--- src/rtl/regfile_mp.sv ---
// Multi-ported register file: three combinational read ports with optional
// write-to-read forwarding, two write ports (port 1 wins on collision), a
// reservation port that marks registers as pending, a storage-only debug
// read port, and a registered pulse flagging same-address dual writes.
module regfile_mp #(
  parameter int DATA_W   = 32,
  parameter int NUM_REGS = 32,
  parameter int ZERO_REG = 1,
  parameter int BYPASS   = 1,
  localparam int ADDR_W  = $clog2(NUM_REGS)
) (
  input  logic              i_clk,
  input  logic              i_rst,
  input  logic [ADDR_W-1:0] i_rs1_addr,
  input  logic [ADDR_W-1:0] i_rs2_addr,
  input  logic [ADDR_W-1:0] i_rs3_addr,
  output logic [DATA_W-1:0] o_rs1_data,
  output logic [DATA_W-1:0] o_rs2_data,
  output logic [DATA_W-1:0] o_rs3_data,
  output logic              o_rs1_busy,
  output logic              o_rs2_busy,
  output logic              o_rs3_busy,
  input  logic              i_wr0_en,
  input  logic [ADDR_W-1:0] i_wr0_addr,
  input  logic [DATA_W-1:0] i_wr0_data,
  input  logic              i_wr1_en,
  input  logic [ADDR_W-1:0] i_wr1_addr,
  input  logic [DATA_W-1:0] i_wr1_data,
  input  logic              i_rsv_en,
  input  logic [ADDR_W-1:0] i_rsv_addr,
  input  logic [ADDR_W-1:0] i_dbg_addr,
  output logic [DATA_W-1:0] o_dbg_data,
  output logic              o_wr_conflict
);

  logic [DATA_W-1:0]   regs_q [NUM_REGS];
  logic [NUM_REGS-1:0] busy_q;
  logic                conflict_q;
  logic                conflict_d;

  logic wr0_ok;
  logic wr1_ok;
  logic rsv_ok;

  logic [ADDR_W-1:0] rd_addr [3];
  logic [DATA_W-1:0] rd_data [3];
  logic              rd_busy [3];

  // Address 0 is a constant-zero register when ZERO_REG is set.
  function automatic logic is_zero_reg(input logic [ADDR_W-1:0] a);
    return (ZERO_REG != 0) && (a == '0);
  endfunction

  assign wr0_ok = i_wr0_en && !is_zero_reg(i_wr0_addr);
  assign wr1_ok = i_wr1_en && !is_zero_reg(i_wr1_addr);
  assign rsv_ok = i_rsv_en && !is_zero_reg(i_rsv_addr);

  // Collision only counts when both writes actually land in storage.
  assign conflict_d = wr0_ok && wr1_ok && (i_wr0_addr == i_wr1_addr);

  assign rd_addr[0] = i_rs1_addr;
  assign rd_addr[1] = i_rs2_addr;
  assign rd_addr[2] = i_rs3_addr;

  // Read ports: storage value, overridden by in-flight writes (port 1 first).
  always_comb begin
    for (int k = 0; k < 3; k++) begin
      rd_data[k] = regs_q[rd_addr[k]];
      rd_busy[k] = busy_q[rd_addr[k]];
      if (BYPASS != 0) begin
        if (wr1_ok && (i_wr1_addr == rd_addr[k])) begin
          rd_data[k] = i_wr1_data;
          rd_busy[k] = 1'b0;
        end else if (wr0_ok && (i_wr0_addr == rd_addr[k])) begin
          rd_data[k] = i_wr0_data;
          rd_busy[k] = 1'b0;
        end
      end
      if (is_zero_reg(rd_addr[k])) begin
        rd_data[k] = '0;
        rd_busy[k] = 1'b0;
      end
    end
  end

  assign o_rs1_data = rd_data[0];
  assign o_rs2_data = rd_data[1];
  assign o_rs3_data = rd_data[2];
  assign o_rs1_busy = rd_busy[0];
  assign o_rs2_busy = rd_busy[1];
  assign o_rs3_busy = rd_busy[2];

  // Debug port always shows committed storage, never forwarded data.
  assign o_dbg_data    = regs_q[i_dbg_addr];
  assign o_wr_conflict = conflict_q;

  // State update: writes clear pending, port 1 lands last so it wins,
  // and a reservation is applied after writes so a new producer keeps busy set.
  always_ff @(posedge i_clk) begin
    if (i_rst) begin
      for (int i = 0; i < NUM_REGS; i++) begin
        regs_q[i] <= '0;
      end
      busy_q     <= '0;
      conflict_q <= 1'b0;
    end else begin
      if (wr0_ok) begin
        regs_q[i_wr0_addr] <= i_wr0_data;
        busy_q[i_wr0_addr] <= 1'b0;
      end
      if (wr1_ok) begin
        regs_q[i_wr1_addr] <= i_wr1_data;
        busy_q[i_wr1_addr] <= 1'b0;
      end
      if (rsv_ok) begin
        busy_q[i_rsv_addr] <= 1'b1;
      end
      conflict_q <= conflict_d;
    end
  end

endmodule

--- config.mk ---
export PLATFORM = sky130hd
export DESIGN_NAME = regfile_mp
export DESIGN_NICKNAME = d
export VERILOG_FILES = /design/src/rtl/regfile_mp.sv
export SDC_FILE = /design/constraint.sdc
export NUM_CORES = 2
export LEC_CHECK = 0
export CAP_MARGIN = 10
export CORE_MARGIN = 2
export CORE_UTILIZATION = 45
export DETAILED_ROUTE_END_ITERATION = 10
export GPL_ROUTABILITY_DRIVEN = 0
export PLACE_DENSITY_LB_ADDON = 0.05
export SLEW_MARGIN = 20
export SYNTH_ARGS = -nofsm -noshare
export SYNTH_HDL_FRONTEND = slang
export SYNTH_SLANG_ARGS = --single-unit
--- constraint.sdc ---
create_clock -name i_clk -period 3.8 [get_ports i_clk]
set_clock_uncertainty 0.15 [all_clocks]
set_input_delay 0.57 -clock i_clk [delete_from_list [all_inputs] [get_ports i_clk]]
set_output_delay 0.57 -clock i_clk [all_outputs]
set_load 0.1 [all_outputs]
==> results.rst <==
.. list-table::
   :header-rows: 1

   * - Metric
     - Value
   * - Result of the run
     - finished, violations left
   * - Violations in the final reports
     - setup timing
   * - Via count of the routed design
     - 69000
   * - Number of instances in the synthesized netlist
     - 5649
   * - Slew @ Worst Pin
     - 0.962 ns
   * - Sum Neg Setup Slack
     - -0.923 ns
   * - Net count, final
     - 6014
   * - Synth cell types
     - 65
   * - Via density
     - 8.27
   * - Count of endpoints failing hold in the final timing report
     - 0
   * - Minimum setup slack among reg-to-reg paths
     - 2.81 ns
   * - GR Util All Layers
     - 47.4%
   * - Capture point of the worst reg-to-reg path
     - busy_q[8]$_SDFF_PP0_
   * - Final wirelength
     - 430 mm
   * - Fraction of the yosys area taken by sequential cells
     - 40.1%
   * - Die boundary width
     - 421 um
   * - Ranking of synthesized cells by instance count
     - 1024 x sky130_fd_sc_hd__edfxtp_1, 1022 x sky130_fd_sc_hd__a22o_1, 932 x sky130_fd_sc_hd__mux4_2
   * - Number of buffers added by the clock tree synthesis step
     - 134
   * - Min-Delay Path Class
     - primary input to flip-flop
   * - Cell type group with the largest total delay on the critical path
     - buffers and inverters
   * - Startpoint of the most critical hold path
     - i_rst
   * - Async set or reset register ratio after synthesis
     - 0%
   * - Number of pins with negative max-slew slack in the final report
     - 0
   * - Core ar.
     - 173000 um^2
   * - Average instance area after synthesis
     - 13.9 um^2
   * - CP most frequent cell
     - sky130_fd_sc_hd__buf_12
   * - Drc violations
     - 0
   * - Buffer type at the clock tree root
     - sky130_fd_sc_hd__clkbuf_16
   * - WP data arrival
     - 3.15 ns
   * - Area share of the largest cell type after synthesis
     - 39.2%
   * - Total of hold buffers inserted after clock tree synthesis
     - 0
   * - Dominant cell type by area after synthesis
     - sky130_fd_sc_hd__edfxtp_1
   * - Number of instances on the worst hold path
     - 4
   * - Number of rows in the core area
     - 153
   * - EDFF count, synth
     - 1024
   * - Post-synthesis to final-layout area growth
     - 22.6%
   * - Global route total overflow
     - 0
   * - H-Tree Level Count
     - 4
   * - Reported max-cap violation count
     - 0
   * - Netlist Area Pre-Place
     - 78400 um^2
   * - First-pass GRT wire length
     - 573 mm
   * - List of cells traversed by the critical path
     - buf_16 > buf_12 > or2_1 > nor4_2 > buf_4 > nor3b_4 > buf_4 > buf_12 > buf_12 > a221o_1 > buf_12
   * - Setup-violating endpoint count in the final report
     - 38
   * - Max transition margin
     - 35.7%
   * - CTS tree
     - done
   * - Combined buffer and inverter count along the critical path
     - 7
   * - Slowest cell delay on critical path
     - 0.47 ns
   * - Max Root-Sink Buffers
     - 3
   * - FF-to-FF Start
     - busy_q[8]$_SDFF_PP0_
   * - Pin count of the biggest net entering global routing
     - 90
   * - Clock slew at the register clock pins of the worst setup and hold paths
     - 0.06 ns
   * - Hold EP
     - o_wr_conflict$_SDFF_PP0_
   * - Number of optimization iterations in the first detailed-route pass
     - 6
   * - Vias in the first global route
     - 65200
   * - Static leakage
     - 33.7 nW
   * - Number of antenna violations at the first check in global routing
     - 25
   * - Worst reg-to-reg path cell count
     - 2
   * - Boundary Pins
     - 236
   * - Final critical path time including I/O delays and setup
     - 3.87 ns
   * - Number of design-rule violations left by the first detailed-router iteration
     - 13000
   * - RSZ-0062 raised after global routing
     - true
   * - Detailed Place HPWL
     - 268 mm
   * - Die extent in y
     - 421 um
   * - Ranking of synthesized cells by area
     - sky130_fd_sc_hd__edfxtp_1 39%, sky130_fd_sc_hd__mux4_2 27%, sky130_fd_sc_hd__a22o_1 11%
   * - Total of buffers placed on input and output ports
     - 235
   * - Startpoint class of the critical path
     - primary input
   * - # fillers
     - 14100
   * - Critical path origin
     - i_rs3_addr[0]
   * - Cell type of the slowest stage on the worst timing path
     - sky130_fd_sc_hd__nor4_2
   * - Post-DR wirelength/cell
     - 51.5 um
   * - Area of all placed cells without fillers
     - 96100 um^2
   * - Timing-limited maximum frequency
     - 259 MHz
   * - Worst setup EP type
     - output pin
   * - Fin crit share
     - 102%
   * - Max rail drop VDD
     - 0.507 mV
   * - Ys Warns
     - 0
   * - Worst Setup Path Type
     - primary input to output pin
   * - Req. time, crit path
     - 3.08 ns
   * - Maximum fanout count along the critical path
     - 22
   * - DIE AREA
     - 178000 um^2
   * - Worst-case setup margin in the final layout
     - -0.0669 ns
   * - Instance area after placement
     - 90800 um^2
   * - FF+latch count, synth
     - 1057
   * - Initial core utilization
     - 45.2%
   * - Flip-flop cell with the highest count after synthesis
     - sky130_fd_sc_hd__edfxtp_1
   * - Clk Latency, worst-skew pair
     - 0.81 ns
   * - Depth of the critical timing path with buffers and inverters included
     - 11
   * - Post-route ant nets
     - 0
   * - CTS sink cnt
     - 1057
   * - Power Density
     - 400 nW/um^2
   * - Dominant cell by count in the synthesized netlist
     - sky130_fd_sc_hd__edfxtp_1
   * - Layout cell share with drive strength beyond 1
     - 37.6%
[flip-flops by register name, indices dropped and copies added, names as in the netlist]
name / cells
regs_q: 1024
busy_q: 32
o_wr_conflict: 1
[metrics by stage]
stage	util [%]	total power (W)	setup slack [ns]	instances	hold slack (ns)
3_5_place_dp	52.3	0.0249	-0.401	8075	0.324
4_1_cts	55.2	0.0379	-0.00133	8334	0.160
3_3_place_gp	52.3	0.0248	-0.646	8075	0.315
2_1_floorplan	-	0.0204	-0.623	5680	0.301
5_1_grt	55.4	0.0389	-0.0544	8339	0.219
6_report	55.4	0.0384	-0.0669	8351	0.184
[where the power goes]
group / leakage [nW] / switching, W / internal (W) / total, W
combinational: 21.5 / 0.00645 / 0.00439 / 0.0108
clock: 2.12 / 0.00569 / 0.00760 / 0.0133
sequential: 10.1 / 0.000718 / 0.0135 / 0.0143
[cell families after synthesis]
kind of cell	Yosys count	share of synthesized area [%]
multiplexers	1449	33.5
AND/OR/NAND/NOR	468	2.84
other	1	0.00478
XOR/XNOR	35	0.391
AO/OA/AOI/OAI	1693	18.2
buffers and inverters	946	4.91
flip-flops	1057	40.1
[layout by cell type, fill, tap and decap left out, types with 25 or more instances in the layout]
| master | n |
|---|---|
| sky130_fd_sc_hd__edfxtp_1 | 1024 |
| sky130_fd_sc_hd__a22o_1 | 1022 |
| sky130_fd_sc_hd__mux4_2 | 932 |
| sky130_fd_sc_hd__buf_4 | 504 |
| sky130_fd_sc_hd__mux2i_1 | 422 |
| sky130_fd_sc_hd__buf_12 | 379 |
| sky130_fd_sc_hd__nand2_1 | 151 |
| sky130_fd_sc_hd__clkbuf_16 | 140 |
| sky130_fd_sc_hd__o221ai_1 | 122 |
| sky130_fd_sc_hd__nor2_1 | 107 |
| sky130_fd_sc_hd__a21oi_1 | 80 |
| sky130_fd_sc_hd__clkdlybuf4s50_1 | 76 |
| sky130_fd_sc_hd__a22oi_1 | 66 |
| sky130_fd_sc_hd__o22ai_1 | 61 |
| sky130_fd_sc_hd__a211o_1 | 61 |
| sky130_fd_sc_hd__mux2_1 | 60 |
| sky130_fd_sc_hd__o2bb2ai_1 | 59 |
| sky130_fd_sc_hd__inv_1 | 43 |
| sky130_fd_sc_hd__nor3_2 | 35 |
| sky130_fd_sc_hd__mux2_2 | 34 |
| sky130_fd_sc_hd__o221ai_2 | 33 |
| sky130_fd_sc_hd__dfxtp_1 | 33 |
| sky130_fd_sc_hd__conb_1 | 32 |
| sky130_fd_sc_hd__o211a_1 | 31 |
| sky130_fd_sc_hd__a221o_1 | 30 |
| sky130_fd_sc_hd__a221oi_1 | 30 |
| sky130_fd_sc_hd__xnor2_1 | 25 |
[layer usage]
metal	track usage [%]	routed length [um]	vias to the layer above
met1	57.2	141000	35100
met5	1.32	473	-
met2	66.7	179000	7130
li1	-	-	24800
met3	19.1	66900	1970
met4	38.2	42300	24
[worst max-delay path by stage]
| stage | slack, ns | endpoint |
|---|---|---|
| 5_1_grt | -0.05 | o_rs1_data[14] |
| 6_report | -0.07 | o_rs3_data[14] |
| 3_5_place_dp | -0.40 | o_rs2_data[5] |
| 4_1_cts | -0.001 | o_rs3_data[26] |
| 2_1_floorplan | -0.62 | o_rs2_data[30] |
| 3_3_place_gp | -0.65 | o_rs3_data[5] |
[tightest hold or removal path: stages]
cell	delay [ns]
sky130_fd_sc_hd__buf_6	0.08
sky130_fd_sc_hd__inv_2	0.23
sky130_fd_sc_hd__nand2_1	0.15
sky130_fd_sc_hd__nor4_1	0.05
[layout make-up]
cell class | count | area (um^2) | area share, %
Antenna cell | 12 | 30.0 | 0.0313
Inverter | 47 | 179 | 0.186
Timing Repair Buffer | 993 | 12600 | 13.2
Clock inverter | 76 | 774 | 0.806
Multi-Input combinational cell | 3677 | 44500 | 46.4
Sequential cell | 1057 | 31400 | 32.7
Clock buffer | 164 | 3580 | 3.73
Tap cell | 2325 | 2910 | 3.03
[what timing repair did]
action | in CTS | in global routing
hold endpoints to repair | 0 | 0
cloned | 3 | 1
pin swaps | 16 | 9
setup endpoints to repair | 80 | 79
gates resized for setup | 66 | 40
setup buffers | 18 | 6
Note: power is estimated with default switching activity, not from simulation.
